<file path="src/rtl/seg7_anim_multi_if.sv">
// seg7_anim_multi_if: character handshake into the animated display.
// Carries a raw segment pattern and its apply mode.
interface seg7_anim_multi_if;
  logic       in_valid;
  logic       in_ready;
  logic [6:0] in_seg;
  logic       in_mode;

  modport master (
    output in_valid,
    output in_seg,
    output in_mode,
    input  in_ready
  );

  modport slave (
    input  in_valid,
    input  in_seg,
    input  in_mode,
    output in_ready
  );
endinterface

</file>
<file path="src/rtl/seg7_anim_multi.sv">
// seg7_anim_multi: FIFO-fed multi-digit 7-segment display with
// segment-by-segment wipe animation and multiplexed digit scan.
module seg7_anim_multi #(
  parameter int DIGITS     = 4,
  parameter int FIFO_DEPTH = 4,
  parameter int FRAME_DIV  = 200000,
  parameter int SCAN_DIV   = 1000
) (
  input  logic              clk,
  input  logic              rst_n,
  input  logic              ena,
  seg7_anim_multi_if.slave  in_if,
  input  logic              clr,
  output logic [6:0]        seg_out,
  output logic [DIGITS-1:0] dig_sel,
  output logic              busy
);

  localparam int DW = $clog2(DIGITS);
  localparam int PW = $clog2(FIFO_DEPTH);
  localparam int CW = PW + 1;
  localparam int FW = $clog2(FRAME_DIV);
  localparam int SW = (SCAN_DIV > 1) ? $clog2(SCAN_DIV) : 1;

  localparam logic [DW-1:0] D_LAST = DW'(DIGITS - 1);
  localparam logic [FW-1:0] F_LAST = FW'(FRAME_DIV - 1);
  localparam logic [SW-1:0] S_LAST = SW'(SCAN_DIV - 1);
  localparam logic [CW-1:0] C_FULL = CW'(FIFO_DEPTH);

  typedef enum logic {
    IDLE,
    ANIM
  } state_t;

  state_t state_q, state_d;

  logic [7:0] fifo_q [FIFO_DEPTH];
  logic [PW-1:0] wp_q, wp_d;
  logic [PW-1:0] rp_q, rp_d;
  logic [CW-1:0] cnt_q, cnt_d;

  logic [DIGITS-1:0][6:0] tgt_q, tgt_d;
  logic [DIGITS-1:0][6:0] disp_q, disp_d;
  logic [DW-1:0] cursor_q, cursor_d;
  logic [2:0]    step_q, step_d;

  logic [FW-1:0] fcnt_q, fcnt_d;
  logic [SW-1:0] scnt_q, scnt_d;
  logic [DW-1:0] idx_q, idx_d;
  logic [6:0]    seg_q, seg_d;

  logic full;
  logic empty;
  logic push;
  logic pop;
  logic tick;
  logic [7:0] head;

  assign full  = (cnt_q == C_FULL);
  assign empty = (cnt_q == '0);
  assign in_if.in_ready = !full && !clr;
  assign push  = in_if.in_valid && in_if.in_ready;
  assign pop   = (state_q == IDLE) && !empty && !clr;
  assign head  = fifo_q[rp_q];
  assign tick  = ena && (fcnt_q == F_LAST);

  assign busy    = (state_q == ANIM);
  assign seg_out = seg_q;
  assign dig_sel = {{(DIGITS-1){1'b0}}, 1'b1} << idx_q;

  // Frame and scan dividers; both freeze while ena is low.
  always_comb begin
    fcnt_d = fcnt_q;
    scnt_d = scnt_q;
    idx_d  = idx_q;
    if (ena) begin
      fcnt_d = tick ? '0 : fcnt_q + 1'b1;
      if (scnt_q == S_LAST) begin
        scnt_d = '0;
        idx_d  = (idx_q == D_LAST) ? '0 : idx_q + 1'b1;
      end else begin
        scnt_d = scnt_q + 1'b1;
      end
    end
  end

  // FIFO pointers and occupancy; clear flushes everything.
  always_comb begin
    wp_d  = wp_q;
    rp_d  = rp_q;
    cnt_d = cnt_q;
    if (clr) begin
      wp_d  = '0;
      rp_d  = '0;
      cnt_d = '0;
    end else begin
      if (push) wp_d = wp_q + 1'b1;
      if (pop)  rp_d = rp_q + 1'b1;
      unique case ({push, pop})
        2'b10:   cnt_d = cnt_q + 1'b1;
        2'b01:   cnt_d = cnt_q - 1'b1;
        default: cnt_d = cnt_q;
      endcase
    end
  end

  // Pop into the target array, then wipe disp toward tgt one segment per frame.
  always_comb begin
    state_d  = state_q;
    tgt_d    = tgt_q;
    disp_d   = disp_q;
    cursor_d = cursor_q;
    step_d   = step_q;
    if (clr) begin
      tgt_d    = '0;
      cursor_d = '0;
      step_d   = '0;
      state_d  = ANIM;
    end else begin
      unique case (state_q)
        IDLE: begin
          if (!empty) begin
            step_d  = '0;
            state_d = ANIM;
            if (head[7]) begin
              tgt_d[cursor_q] = head[6:0];
              cursor_d = (cursor_q == D_LAST) ? '0 : cursor_q + 1'b1;
            end else begin
              for (int d = 1; d < DIGITS; d++) begin
                tgt_d[d] = tgt_q[d-1];
              end
              tgt_d[0] = head[6:0];
            end
          end
        end
        ANIM: begin
          if (tick) begin
            for (int d = 0; d < DIGITS; d++) begin
              disp_d[d][step_q] = tgt_q[d][step_q];
            end
            step_d = step_q + 1'b1;
            if (step_q == 3'd6) state_d = IDLE;
          end
        end
        default: state_d = IDLE;
      endcase
    end
  end

  // Segment register follows next-state disp/idx so it lines up with dig_sel.
  always_comb begin
    seg_d = disp_d[idx_d];
  end

  // FIFO storage needs no reset; occupancy gates every read.
  always_ff @(posedge clk) begin
    if (push) fifo_q[wp_q] <= {in_if.in_mode, in_if.in_seg};
  end

  // State register.
  always_ff @(posedge clk or negedge rst_n) begin
    if (!rst_n) begin
      state_q  <= IDLE;
      wp_q     <= '0;
      rp_q     <= '0;
      cnt_q    <= '0;
      tgt_q    <= '0;
      disp_q   <= '0;
      cursor_q <= '0;
      step_q   <= '0;
      fcnt_q   <= '0;
      scnt_q   <= '0;
      idx_q    <= '0;
      seg_q    <= '0;
    end else begin
      state_q  <= state_d;
      wp_q     <= wp_d;
      rp_q     <= rp_d;
      cnt_q    <= cnt_d;
      tgt_q    <= tgt_d;
      disp_q   <= disp_d;
      cursor_q <= cursor_d;
      step_q   <= step_d;
      fcnt_q   <= fcnt_d;
      scnt_q   <= scnt_d;
      idx_q    <= idx_d;
      seg_q    <= seg_d;
    end
  end

endmodule
</file>
<file path="src/flat_wrapper.sv">
// flat-port wrapper written by rule: the top's interface ports become plain ports
module seg7_anim_multi_flat 
#(
  parameter int DIGITS     = 4,
  parameter int FIFO_DEPTH = 4,
  parameter int FRAME_DIV  = 200000,
  parameter int SCAN_DIV   = 1000
)
  (clk, rst_n, ena, clr, seg_out, dig_sel, busy, in_if_in_valid, in_if_in_seg, in_if_in_mode, in_if_in_ready);
  seg7_anim_multi_if in_if_i ();
  input  logic clk;
  input  logic rst_n;
  input  logic ena;
  input  logic clr;
  output logic [6:0] seg_out;
  output logic [DIGITS-1:0] dig_sel;
  output logic busy;
  input wire logic [$bits(in_if_i.in_valid)-1:0] in_if_in_valid;
  input wire logic [$bits(in_if_i.in_seg)-1:0] in_if_in_seg;
  input wire logic [$bits(in_if_i.in_mode)-1:0] in_if_in_mode;
  output wire logic [$bits(in_if_i.in_ready)-1:0] in_if_in_ready;
  assign in_if_i.in_valid = in_if_in_valid;
  assign in_if_i.in_seg = in_if_in_seg;
  assign in_if_i.in_mode = in_if_in_mode;
  assign in_if_in_ready = in_if_i.in_ready;
  seg7_anim_multi #(.DIGITS(DIGITS), .FIFO_DEPTH(FIFO_DEPTH), .FRAME_DIV(FRAME_DIV), .SCAN_DIV(SCAN_DIV)) u_core (.clk(clk), .rst_n(rst_n), .ena(ena), .in_if(in_if_i), .clr(clr), .seg_out(seg_out), .dig_sel(dig_sel), .busy(busy));
endmodule
</file>
<file path="config.mk">
export PLATFORM = sky130hd
export DESIGN_NAME = seg7_anim_multi_flat
export DESIGN_NICKNAME = d
export VERILOG_FILES = /design/src/rtl/seg7_anim_multi_if.sv /design/src/rtl/seg7_anim_multi.sv /design/src/flat_wrapper.sv
export SDC_FILE = /design/constraint.sdc
export NUM_CORES = 1
export LEC_CHECK = 0
export CAP_MARGIN = 30
export CORE_MARGIN = 2
export CORE_UTILIZATION = 45
export CTS_CLUSTER_DIAMETER = 40
export DETAILED_ROUTE_END_ITERATION = 12
export PLACE_DENSITY = 0.73
export SYNTH_ARGS = -nofsm -noshare
export SYNTH_HDL_FRONTEND = slang
export SYNTH_SLANG_ARGS = --single-unit
</file>
<file path="constraint.sdc">
create_clock -name clk -period 2.7 [get_ports clk]
set_input_delay 0.81 -clock clk [delete_from_list [all_inputs] [get_ports clk]]
set_output_delay 0.81 -clock clk [all_outputs]
set_load 0.05 [all_outputs]
</file>
# After elaboration in Yosys (flattened, before gate mapping)

Memories as Yosys holds them, arrays and structs flattened.
Cells that the tools add are included.

Add/subtract/negate cells: 9
Magnitude comparators: 5
Eq/ne operators: 12
Shift operators: 1
Muxes and demuxes: 53
Bitwise gates (word level): 1
Reductions and logical operators: 18

Operators with widths:

| operator                                                   | number |
|---|---|
| two-way mux 28 bit                                         | 7 |
| bitwise mux 28 bit                                         | 1 |
| bitwise mux 7 bit                                          | 4 |
| two-way mux 2 bit                                          | 12 |
| adder 18 x 1 -> 18 bit, second input constant              | 1 |
| == test 18 bit, second input constant                      | 1 |
| two-way mux 18 bit                                         | 1 |
| binary-select mux 7 bit (select 2 bit)                     | 1 |
| demux 7 bit (select 2 bit)                                 | 1 |
| two-way mux 7 bit                                          | 2 |
| binary-select mux 1 bit (select 3 bit)                     | 4 |
| two-way mux 3 bit                                          | 4 |
| case mux 3 bit (2 select lines)                            | 2 |
| two-way mux 1 bit                                          | 11 |
| adder 10 x 1 -> 10 bit, second input constant              | 1 |
| == test 10 bit, second input constant                      | 1 |
| two-way mux 10 bit                                         | 1 |
| adder 2 x 1 -> 2 bit, second input constant                | 4 |
| logical AND 1 bit                                          | 7 |
| adder 3 x 1 -> 3 bit, second input constant                | 2 |
| == test 2 bit, second input constant                       | 3 |
| == test 3 bit, second input constant                       | 2 |
| less-than comparator 2 x 3 -> 1 bit, second input constant | 2 |
| inequality test 3 bit, second input constant               | 2 |
| 16 further kinds                                           | 22 |

Register bits: 106
Bits in writable memories: 32
Input bits: 13
Output and inout bits: 13
Word-level logic and storage cells: 118
Memories: 1

Memory list:

| name          | words | bits a word | rd ports | clocked after memory_dff | write ports | line                  | source |
|---|---|---|---|---|---|---|---|
| u_core.fifo_q | 4     | 8           | 1        | 0                        | 1           | seg7_anim_multi.sv:37 | `logic [7:0] fifo_q [FIFO_DEPTH];` |

# Depth between registers and ports, before layout

Word-level depth: 10
Gate-level depth with buffers: 8
Depth with buffers taken out: 7

# Least setup slack after synthesis

Ideal clock, no wire load.

Path type: input-to-output
Start point: in clr
End point: out in_if_in_ready
Arrival time: 2.143 ns
Data required time: 1.890 ns
Path slack: -0.253 ns
Cell stages on the path: 4
Buffers on the path: 3
Cells stage by stage: clkbuf_1 -> clkbuf_1 -> buf_1 -> a21oi_1

Longest elaborated chain between the ends: 2

Ends and longest elaborated chain:

| element           | line                  | source |
|---|---|---|
| start, declared   | flat_wrapper.sv:14    | `input logic clr;` |
| zero test 1 bit   | seg7_anim_multi.sv:61 | `assign in_if.in_ready = !full && !clr;` |
| logical AND 1 bit | seg7_anim_multi.sv:61 |  |
| end, declared     | flat_wrapper.sv:21    | `output wire logic [$bits(in_if_i.in_ready)-1:0] in_if_in_ready;` |

No other way between the ends.

# Worst setup path after layout

Same ends and word-level chain as after synthesis.

==> metrics.txt <==
outcome=complete, no violations; R2R Setup Slk=0.36 ns; Core ar.=0.0152 mm2; most frequent cells in the layout=dfrtp_1, nor2_1, nand2_1, buf_4, edfxtp_1; Buf/Inv on CP=3; vias per cell=5.80; layout cells sized above 1=17.3%; Top FF cell, synth=dfrtp_1; Post-DP HPWL=10.8 mm; First-pass DRT Iterations=5; Core Rows=45; f_max=377 MHz; DRC=0; Fin. Hold Viols=0; DRT antenna net count=0; WP data arrival=1.84 ns; Crit Path Category=input port to primary output; pin count of the biggest net entering global routing=43; initial antenna violation count=0; hold_buf cts=0; H-tree depth=4; clock buffer depth=2; GRT Total Usage=20.3%; Max Cap Violations=0; Setup TNS=0 ns; worst path required time=1.89 ns; vias post-DR=5274; CTS buffer count=17; Place WS=-0.121 ns; final setup vio count=0; P_leak=0.00340 uW; Final Total Pwr=5110 uW; Avg Cell Area, Syn=10.7 um2; Post-synth EDFFs=32; Iteration-0 DRC Markers=319; Worst Clk Skew=0.0109 ns; Hold Crit Class=input port to asynchronous set/reset pin; CP Launch Type=input port; commonest non-fill, non-tap cell in the layout=dfrtp_1; antenna cells=0; CTS sink cnt=138; total wire length=15.6 mm; I/O pin count=26; Layout Nets=739; worst setup margin=0.0467 ns; met1 WL=6.72 mm; Period minus WS final=2.65 ns; DR WL/cell=17.1 um; sequential area share after synthesis=51.5%; YS warnings=0; met3 wire length=681 um; clock latency on the worst-skew pair=0.43 ns; Relative slew margins=35.0%; Netlist cell types=60; worst-path cell chain=clkdlybuf4s50_1 > buf_6 > a21oi_4 > buf_12; die area=0.0166 mm2; Fillers=1290; Clk Tree Root Cell=clkbuf_16; Top Metal Used=met4; Synthesized Nets=685; met2 wire length=7.78 mm; CTS clk-pin slew, worst paths=0.06 ns; Port Buf Inserts=25; RSZ-0062 raised after global routing=false; cell count after synthesis=655; WHS=0.365 ns; Post-synth ARST share=76.8%; CTS tree=built; Top delay family on crit path=buffers and inverters; Worst R2R Start=u_core.busy; worst slew pin tran=0.975 ns; Cell Pwr Density=614 mW/mm2; GPL Wtd Cong=0.816; vias in the first global route=5391; gr ovfl total=0; synthesized area=0.00701 mm2; Max stage delay on crit path=0.50 ns; Die Y-Extent=129 um; Final Max Tran Viols=0; Reg2Reg Depth=4; Initial Utilization=46.1%; P&R area growth vs syn=18.8%; peak supply drop=474 uV; Yosys reg bits=138; CP Max Fanout=13; Post CTS Setup Buffer Count=0; reg-to-reg critical path endpoint=u_core.tgt_q[14]; Die X=129 um; Crit-path slowest cell=clkdlybuf4s50_1; Final period util=98.3%; CP endpoint kind=primary output; first-pass GRT wire length=26.4 mm
-- per-layer routing --
metal / global-route usage, % / up-vias
li1: - / 2491
met1: 25.4 / 2597
met2: 33.8 / 148
met3: 4.57 / 38
met4: 8.89 / 0
met5: 0 / -
-- timing repair --
item | 4_1_cts | 5_1_grt
pin swaps | 0 | 0
endpoints found under the setup margin | 4 | 2
endpoints found under the hold margin | 0 | 0
gates resized for setup | 4 | 2
-- through the flow --
step           util (%)  cell area (um2)  instances
2_1_floorplan         -             7010        655
6_report           54.8             8330        910
3_3_place_gp       51.0             7750        878
5_1_grt            54.8             8330        910
4_1_cts            54.7             8320        910
3_5_place_dp       51.0             7750        878
-- worst max path at each step --
stage               slack [ns]             from  cells past startpoint           endpoint
CTS                      0.009  u_core.idx_q[0]                      2         dig_sel[3]
global placement         -0.08              clr                      7  u_core.seg_out[1]
global route             0.007              clr                      4     in_if_in_ready
finish                    0.05              clr                      4     in_if_in_ready
detailed placement       -0.12              ena                      8  u_core.seg_out[2]
floorplan                 0.05              clr                      4     in_if_in_ready
-- power breakdown --
part,internal (uW),switching [uW]
sequential,2270,166
clock,1280,972
combinational,192,233
-- flip-flops by register name (all words and copies together), names as in the netlist, 3 cells and up --
register        cells
u_core.fifo_q      32
u_core.disp_q      28
u_core.tgt_q       28
u_core.fcnt_q      18
u_core.scnt_q      10
u_core.seg_out      7
u_core.cnt_q        3
u_core.step_q       3
-- worst reg2reg max path: stages, from the launching register on --
cell and delay, ns:
dfrtp_1 0.59, nor2_1 0.69, a21oi_1 0.49, a211oi_1 0.36
a21oi_1 0.07
-- cell families (layout without fill, tap and decap cells) --
group	after synthesis	count (layout)	synth area share, %
simple gates	253	253	19.9
compound gates	142	142	13.2
flops	138	138	51.5
buf+inv	51	118	3.32
xor+xnor	28	28	3.50
mux	26	26	5.43
fa+ha+maj	17	17	3.14
-- area by class of cell --
class | count | area, um2 | share of cell area (%)
timing repair buffer | 69 | 676 | 8.11
sequential | 138 | 3610 | 43.4
tap | 188 | 235 | 2.82
inverter | 17 | 63.8 | 0.766
multi-input combinational | 466 | 3180 | 38.1
clock buffer | 17 | 425 | 5.11
clock inverter | 15 | 140 | 1.68
-- synthesized netlist by cell type (6+ instances only) --
cell type	number	area, um2
nor3_1	22	110
inv_1	15	56.3
and2_1	7	43.8
a21boi_0	13	97.6
edfxtp_1	32	961
o211ai_1	17	128
a211o_1	6	52.6
nand3_1	10	50.1
o21a_1	9	67.6
clkbuf_1	20	75.1
nor2_1	55	206
nand2_1	53	199
mux2i_1	11	110
mux4_2	9	203
a21oi_1	32	160
xnor2_1	15	131
buf_2	9	45.0
a211oi_1	14	105
o21ai_0	29	145
mux2_2	6	67.6
nand2b_1	13	81.3
ha_1	16	200
or3_1	8	50.1
xor2_1	13	114
o31ai_1	11	82.6
nand4_1	25	156
or2_2	20	125
dfrtp_1	106	2650
Note: power is estimated with default switching activity, not from simulation.
